### config.mk
export PLATFORM = sky130hd
export DESIGN_NAME = unidade_controle_rodadas
export DESIGN_NICKNAME = d
export VERILOG_FILES = /design/src/rtl/jogo_pkg.sv /design/src/rtl/unidade_controle_rodadas_contador_timeout.sv /design/src/rtl/unidade_controle_rodadas.sv
export SDC_FILE = /design/constraint.sdc
export NUM_CORES = 1
export LEC_CHECK = 0
export ABC_AREA = 1
export BUFFER_PORTS_ARGS = -buffer_cell sky130_fd_sc_hd__buf_4
export CAP_MARGIN = 20
export CORE_AREA = 5 5 42 44
export CTS_BUF_LIST = sky130_fd_sc_hd__clkbuf_4
export DETAILED_ROUTE_END_ITERATION = 8
export DIE_AREA = 0 0 47 49
export PLACE_DENSITY = 0.83
export SLEW_MARGIN = 20
export SYNTH_ARGS = -nofsm -noshare
export SYNTH_HDL_FRONTEND = slang
export SYNTH_HIERARCHICAL = 1
export SYNTH_SLANG_ARGS = --single-unit
export TNS_END_PERCENT = 50
### constraint.sdc
create_clock -name clock -period 2.7 [get_ports clock]
set_input_delay 0.27 -clock clock [delete_from_list [all_inputs] [get_ports clock]]
set_output_delay 0.27 -clock clock [all_outputs]
set_load 0.05 [all_outputs]
### src/rtl/jogo_pkg.sv
// Shared definitions for the round-control unit of the memory game.
// Holds the FSM state codes (also used by debug decoders on db_estado)
// and the width of the lives counter.
package jogo_pkg;

  localparam int unsigned VIDAS_W = 4;

  typedef enum logic [3:0] {
    inicial        = 4'd0,
    inicializa     = 4'd1,
    inicia_rodada  = 4'd2,
    espera         = 4'd4,
    registra       = 4'd5,
    compara        = 4'd6,
    proxima_jogada = 4'd7,
    proxima_rodada = 4'd8,
    perde_vida     = 4'd9,
    erro           = 4'd14,
    acerto         = 4'd15
  } estado_t;

endpackage

### src/rtl/unidade_controle_rodadas_contador_timeout.sv
// contador_timeout: counts cycles while 'conta' is high, cleared by 'zera'
// or by reset (synchronous, active low). Saturates at M-1, where 'fim'
// is asserted.
// Ports: clock, reset (active low), zera (clear), conta (count enable),
//        fim (count reached M-1).
module contador_timeout #(
  parameter int unsigned M = 5000
) (
  input  logic clock,
  input  logic reset,
  input  logic zera,
  input  logic conta,
  output logic fim
);

  localparam int unsigned W = (M > 2) ? $clog2(M) : 1;
  localparam logic [W-1:0] ULTIMO = W'(M - 1);

  logic [W-1:0] valor;

  always_ff @(posedge clock) begin
    if (!reset || zera) begin
      valor <= '0;
    end else if (conta && valor != ULTIMO) begin
      valor <= valor + 1'b1;
    end
  end

  assign fim = (valor == ULTIMO);

endmodule

### src/rtl/unidade_controle_rodadas.sv
// unidade_controle_rodadas: Moore control FSM for the rounds of the memory
// game. Drives the play/round counters and play register, tracks lives and
// reports game-end status. All outputs decode from registered state only.
// Parameters: LIVES (1..15) errors tolerated; TIMEOUT_CYCLES (>=2) cycles
//             allowed in espera before a timeout.
// Inputs : clock, reset (synchronous, active low), iniciar, fimC, fimE,
//          jogada, igual.
// Outputs: zeraC, contaC, zeraE, contaE, zeraR, registraR, acertou, errou,
//          pronto, db_timeout, vidas[3:0], db_estado[3:0].
// Build option: define UNIDADE_CONTROLE_RODADAS_TIMEOUT_EN to enable the
// espera timeout; otherwise espera waits indefinitely and db_timeout is 0.
module unidade_controle_rodadas
  import jogo_pkg::*;
#(
  parameter int unsigned LIVES          = 3,
  parameter int unsigned TIMEOUT_CYCLES = 5000
) (
  input  logic               clock,
  input  logic               reset,
  input  logic               iniciar,
  input  logic               fimC,
  input  logic               fimE,
  input  logic               jogada,
  input  logic               igual,
  output logic               zeraC,
  output logic               contaC,
  output logic               zeraE,
  output logic               contaE,
  output logic               zeraR,
  output logic               registraR,
  output logic               acertou,
  output logic               errou,
  output logic               pronto,
  output logic               db_timeout,
  output logic [VIDAS_W-1:0] vidas,
  output logic [3:0]         db_estado
);

  if (TIMEOUT_CYCLES < 2 || LIVES < 1 || LIVES > 15) begin : g_param_check
    $error("unidade_controle_rodadas: LIVES must be 1..15 and TIMEOUT_CYCLES >= 2");
  end

  estado_t            estado;
  logic [VIDAS_W-1:0] cnt_vidas;
  logic               timeout_fim;

  always_ff @(posedge clock) begin
    if (!reset) begin
      estado <= inicial;
    end else begin
      case (estado)
        inicial:        if (iniciar) estado <= inicializa;
        inicializa:     estado <= inicia_rodada;
        inicia_rodada:  estado <= espera;
        // a play arriving on the last allowed cycle wins over the timeout
        espera: begin
          if (jogada)           estado <= registra;
          else if (timeout_fim) estado <= perde_vida;
        end
        registra:       estado <= compara;
        compara: begin
          if (!igual)     estado <= perde_vida;
          else if (!fimC) estado <= proxima_jogada;
          else if (!fimE) estado <= proxima_rodada;
          else            estado <= acerto;
        end
        proxima_jogada: estado <= espera;
        proxima_rodada: estado <= inicia_rodada;
        // cnt_vidas still holds the pre-decrement value here
        perde_vida: begin
          if (cnt_vidas == VIDAS_W'(1)) estado <= erro;
          else                          estado <= inicia_rodada;
        end
        acerto, erro:   if (iniciar) estado <= inicializa;
        default:        estado <= inicial;
      endcase
    end
  end

  always_ff @(posedge clock) begin
    if (!reset) begin
      cnt_vidas <= '0;
    end else if (estado == inicializa) begin
      cnt_vidas <= VIDAS_W'(LIVES);
    end else if (estado == perde_vida && cnt_vidas != '0) begin
      cnt_vidas <= cnt_vidas - 1'b1;
    end
  end

`ifdef UNIDADE_CONTROLE_RODADAS_TIMEOUT_EN
  logic em_espera;
  logic fora_espera;
  logic flag_timeout;

  assign em_espera   = (estado == espera);
  assign fora_espera = !em_espera;

  contador_timeout #(
    .M (TIMEOUT_CYCLES)
  ) u_timeout (
    .clock (clock),
    .reset (reset),
    .zera  (fora_espera),
    .conta (em_espera),
    .fim   (timeout_fim)
  );

  always_ff @(posedge clock) begin
    if (!reset) begin
      flag_timeout <= 1'b0;
    end else if (estado == inicializa) begin
      flag_timeout <= 1'b0;
    end else if (em_espera && !jogada && timeout_fim) begin
      flag_timeout <= 1'b1;
    end
  end

  assign db_timeout = flag_timeout;
`else
  assign timeout_fim = 1'b0;
  assign db_timeout  = 1'b0;
`endif

  always_comb begin
    zeraC     = 1'b0;
    contaC    = 1'b0;
    zeraE     = 1'b0;
    contaE    = 1'b0;
    zeraR     = 1'b0;
    registraR = 1'b0;
    acertou   = 1'b0;
    errou     = 1'b0;
    pronto    = 1'b0;
    case (estado)
      inicial, inicializa: begin
        zeraC = 1'b1;
        zeraE = 1'b1;
        zeraR = 1'b1;
      end
      // replaying a round restarts the play counter but keeps the round
      inicia_rodada:  zeraC     = 1'b1;
      registra:       registraR = 1'b1;
      proxima_jogada: contaC    = 1'b1;
      proxima_rodada: contaE    = 1'b1;
      acerto: begin
        acertou = 1'b1;
        pronto  = 1'b1;
      end
      erro: begin
        errou  = 1'b1;
        pronto = 1'b1;
      end
      default: ;
    endcase
  end

  assign vidas     = cnt_vidas;
  assign db_estado = estado;

endmodule
==> results of run 1 <==
## layer usage
| layer | GRT usage, % | up-vias | wire length (um) |
|---|---|---|---|
| li1 | - | 360 | - |
| met1 | 18.1 | 298 | 635 |
| met2 | 22.4 | 20 | 749 |
| met3 | 4.43 | 0 | 99 |
| met4 | 2.76 | 0 | 0 |
| met5 | 0 | - | 0 |
## cells by family after synthesis
| family | Yosys count | synth area share (%) |
|---|---|---|
| XOR/XNOR | 1 | 1.43 |
| flip-flops | 8 | 26.2 |
| buffers and inverters | 21 | 14.1 |
| adder cells (fa/ha/maj) | 3 | 6.15 |
| other | 1 | 0.614 |
| AND/OR/NAND/NOR | 49 | 36.3 |
| AO/OA/AOI/OAI | 17 | 15.2 |
## state kept, by name (all words and copies together), names as in the netlist
name / cells
db_estado: 4
vidas: 4
## synth_stat cells (2+ instances only)
cell      n  area [um^2]
nand2_1  21         78.8
inv_1    17         63.8
nor2_1   14         52.6
a21oi_1   9         45.0
dfxtp_1   8          160
nand3_1   6         30.0
ha_1      3         37.5
o21ai_0   3         15.0
o21ai_1   3         15.0
buf_4     2         15.0
inv_2     2         7.51
nor2_2    2         12.5
## critical path: cells and delay by family (launching register included)
| kind | cells | cell delay (ns) |
|---|---|---|
| buf+inv | 2 | 0.29 |
| flops | 1 | 0.45 |
| simple gates | 3 | 0.40 |
## worst paths after layout
path | from | to | slack (ns) | cells after the start
max | db_estado[0] | zeraE | 1.04 | 5
min | iniciar | db_estado[0] | 0.30 | 4
max reg2reg | vidas[0] | vidas[2] | 1.39 | 6
min reg2reg | vidas[3] | vidas[3] | 0.52 | 2
## cell type report
| class | instances | share of cell area, % |
|---|---|---|
| Clock buffer | 3 | 2.78 |
| Inverter | 19 | 8.80 |
| Multi-Input combinational cell | 71 | 44.9 |
| Sequential cell | 8 | 19.8 |
| Tap cell | 16 | 2.47 |
| Timing Repair Buffer | 23 | 21.3 |
## per-stage QoR
| step | std cells | instance area [um^2] | setup WS (ns) |
|---|---|---|---|
| after global placement | 137 | 788 | 1.37 |
| after detailed placement | 137 | 788 | 1.32 |
| after CTS | 140 | 811 | 1.05 |
| after floorplan | 100 | 611 | 0.692 |
| after global routing | 140 | 811 | 0.930 |
| final | 140 | 811 | 1.04 |
## cell usage in the layout (no fill, tap or decap)
cell type	count
buf_4	23
nand2_1	21
inv_1	17
nor2_1	14
a21oi_1	9
dfxtp_1	8
nand3_1	6
o21ai_0	3
o21ai_1	3
ha_1	3
clkbuf_4	3
inv_2	2
nor2_2	2
nand4_1	1
xnor2_1	1
nand2_2	1
nand2_4	1
a21oi_2	1
o21ai_2	1
nor3_1	1
nor3b_2	1
nor2b_1	1
conb_1	1
## power groups by stage
stage / clock [mW] / combinational, mW / sequential (mW)
2_1_floorplan: 0 / 0.404 / 0.295
3_3_place_gp: 0 / 0.645 / 0.198
3_5_place_dp: 0 / 0.651 / 0.200
4_1_cts: 0.0939 / 0.653 / 0.197
5_1_grt: 0.102 / 0.707 / 0.205
6_report: 0.0907 / 0.649 / 0.200
==> results.ini, run 1 <==
[clock_tree]
htreeDepth=1
postCtsResizedCells=0
clockBufferDepth=2
clock-sinks=8
clkTransAtPathRegs_ns=0.05
ctsHoldBuffers=0
clkLatencyLatePin_ns=0.25
cts_root_buf=clkbuf_4
cts_buffers=3
post_cts.repair.setup_buffers=0
cts_tree=done

[layout]
syn2layout_area_growth_pct=32.8
regArea_um2=160
drive_above_1_share_pct=28.2
layout.nets=136
diodes=0
final_util_pct=57.9
multiInputGateArea_um2=364
fill_cells=137

[synthesis]
ys_warn_count=6
ys_seq_area_share_pct=26.2
synthCells=100
ys_ff_latch=8
syn_avg_cell_area_um2=6.11
ys_types=22
ys.flop_type=dfxtp_1
synth_edf_count=0
synth_fp_nets=110
synth_area_um2=611
synthArstFlopShare_pct=0

[timing]
worst_hold_slack_ns=0.301
skew_ns=0.00155
period_minus_slack_ns=1.66
setup_tns_ns=0
finalCritPeriodShare_pct=61.6
fmax_ghz=0.601
hold_viol=0
setup_violations=0
slew_viol_final=0
rsz0062_at_grt=no

[critical_path]
cp-end-kind=output port
crit_chain=inv_2 > nor2_2 > nand2_1 > nand2_1 > buf_4
arrival_ns=1.39
path_class=reg2out
critPathMaxStageDelay_ns=0.45
cpMaxStageDelayCell=dfxtp_1
cp.required_ns=2.43
start_kind=flip-flop
critPathMaxFanout=7
cp_common_cell=nand2_1

[placement]
gp_congestion=0.916
dpl.hpwl_um=1230
numPortBuffers=23

[flow_run]
max-cap-violations=0

[floorplanning]
chipWidth_um=47
start_util_pct=43.6
rows=14
die_area_um2=2300
core_um2=1400
num_io_pins=25
die_h_um=49

[pwr]
pwr-share-clk_pct=9.7
netSwitchingFraction_pct=58.7
finalPower_mw=0.940
seq_power_share_pct=21.3
p_int_mw=0.388
p_switching_mw=0.552
ir_drop_uv=768
pwr-share-comb_pct=69.1
powerDensity_nw_per_um2=1160
p_leak_nw=0.437

[global_route]
grt_overflow=0
grt_max_degree=9
grt_usage_pct=14.0
antenna_found_initial=0
grt_pass1_vias=618
grt_pass1_wl_um=2460

[routing]
ant_nets=0
first_iter_violations=17
avgViaCountPerCell=4.84
post_drt_wl_per_cell_um=10.6
finalWirelength_um=1480
vias=678
dr.pass1.iters=4
drc_errors=0

[min_path]
hp-class=in2reg

[status]
status=complete, no violations

No activity file was read; power rests on OpenSTA's default activity.
==> inputs of run 2 (changes only) <==
==> constraint.sdc (replaced) <==
create_clock -name clock -period 1.6 [get_ports clock]
set_input_delay 0.16 -clock clock [delete_from_list [all_inputs] [get_ports clock]]
set_output_delay 0.16 -clock clock [all_outputs]
set_load 0.05 [all_outputs]
==> run 2 against run 1 <==
  * Count of clock-buffer cells in the layout unchanged
  * First-iteration DRC count grew 82%
  * Sequential share of layout area rose by 0.067 points
  * Non-clock buffer count did not move
  * Die area unchanged
  * Largest power group unchanged
==> results.ini, run 2 (same netlist as run 1, synthesis figures left out) <==
[pwr]
seq_power_share_pct=21.0
p_int_mw=0.673
pwr-share-comb_pct=69.4
ir_drop_uv=950
p_leak_nw=0.439
p_switching_mw=0.958
finalPower_mw=1.63
powerDensity_nw_per_um2=1960
netSwitchingFraction_pct=58.7
pwr-share-clk_pct=9.6

[layout]
syn2layout_area_growth_pct=36.5
drive_above_1_share_pct=33.9
layout_commonest_cell=buf_4
final_cell_mix=23 x buf_4, 20 x nand2_1, 17 x inv_1, 12 x nor2_1, 9 x a21oi_1
diodes=0
layout.nets=136

[critical_path]
start_kind=flip-flop
crit_chain=inv_2 > nor2_2 > nand2_1 > nand2_2 > buf_4
crit_family=flip-flops
critPathMaxFanout=7
path_class=reg2out
cp.required_ns=1.44
arrival_ns=1.30
crit_buf_inv=2
cpMaxStageDelayCell=dfxtp_2
critPathMaxStageDelay_ns=0.39
rrSetupSlack_ns=0.33
cp-end-kind=output port

[placement]
dpl.hpwl_um=1320
numPortBuffers=23
gp_congestion=0.911

[global_route]
antenna_found_initial=0
grt_pass1_wl_um=2520
grt_usage_pct=15.0
grt_pass1_vias=621
grt_overflow=0
grt_max_degree=9

[timing]
worst_hold_slack_ns=0.166
period_minus_slack_ns=1.46
skew_ns=0.00766
rsz0062_at_grt=no
slew_viol_final=0
hold_viol=0
fmax_ghz=0.684
setup_violations=0
setup_tns_ns=0
finalCritPeriodShare_pct=91.4

[floorplanning]
rows=14
core_um2=1400
chipWidth_um=47
die_h_um=49
die_area_um2=2300
start_util_pct=43.6
num_io_pins=25

[clock_tree]
clkLatencyLatePin_ns=0.26
postCtsResizedCells=0
clock-sinks=8
cts_tree=done
cts_root_buf=clkbuf_4
post_cts.repair.setup_buffers=0
clockBufferDepth=2
ctsHoldBuffers=0
htreeDepth=1
cts_buffers=3
clkTransAtPathRegs_ns=0.05

[routing]
ant_nets=0
drc_errors=0
post_drt_wl_per_cell_um=11.2
dr.pass1.iters=4
avgViaCountPerCell=4.84
finalWirelength_um=1570
vias=677
first_iter_violations=31

[min_path]
hp-class=in2reg

[flow_run]
max-cap-violations=0

[status]
status=complete, no violations

==> run 2: metal layers <==
metal  vias to the layer above  wire, um  track usage, %
li1                        360         -               -
met3                         0        90            5.54
met2                        10       874            25.3
met1                       307       600            16.3
met5                         -         0               0
met4                         0         0            5.53
==> run 2: worst register-to-register path, cell delays in order, from the launching register on <==
cell	delay (ns)
dfxtp_2	0.40
nand3_1	0.23
nand2_1	0.18
nand2_1	0.09
o21ai_2	0.08
inv_1	0.07
nand2_1	0.06
a21oi_1	0.05
==> run 2: power groups by stage <==
stage          Clock, mW  Sequential [mW]  Combinational (mW)
2_1_floorplan          0            0.508               0.705
3_3_place_gp           0            0.344                1.11
3_5_place_dp           0            0.345                1.13
4_1_cts            0.166            0.341                1.14
5_1_grt            0.185            0.354                1.22
6_report           0.157            0.342                1.13
==> run 2: metrics by stage <==
stage	utilization, %	worst slack (ns)	cells	instance area [um^2]
3_5_place_dp	57.9	0.335	137	811
3_3_place_gp	57.9	0.366	137	811
2_1_floorplan	-	0.0316	100	633
4_1_cts	59.5	0.124	140	833
5_1_grt	59.5	0.0277	140	833
6_report	59.5	0.138	140	833
==> run 2: area by class of cell <==
class | instances | area [um^2]
Inverter | 19 | 71.3
Tap cell | 16 | 20.0
Multi-Input combinational cell | 71 | 382
Timing Repair Buffer | 23 | 173
Sequential cell | 8 | 165
Fill cell | 135 | 568
Clock buffer | 3 | 22.5
==> run 2: path summary, 6_finish.rpt <==
| kind | endpoint | start | cells after the start |
|---|---|---|---|
| worst max-delay path | zeraE | db_estado[0] | 5 |
| worst max register to register | db_estado[2] | db_estado[1] | 7 |
| worst min register to register | vidas[1] | vidas[1] | 2 |
| worst min-delay path | db_estado[0] | iniciar | 4 |
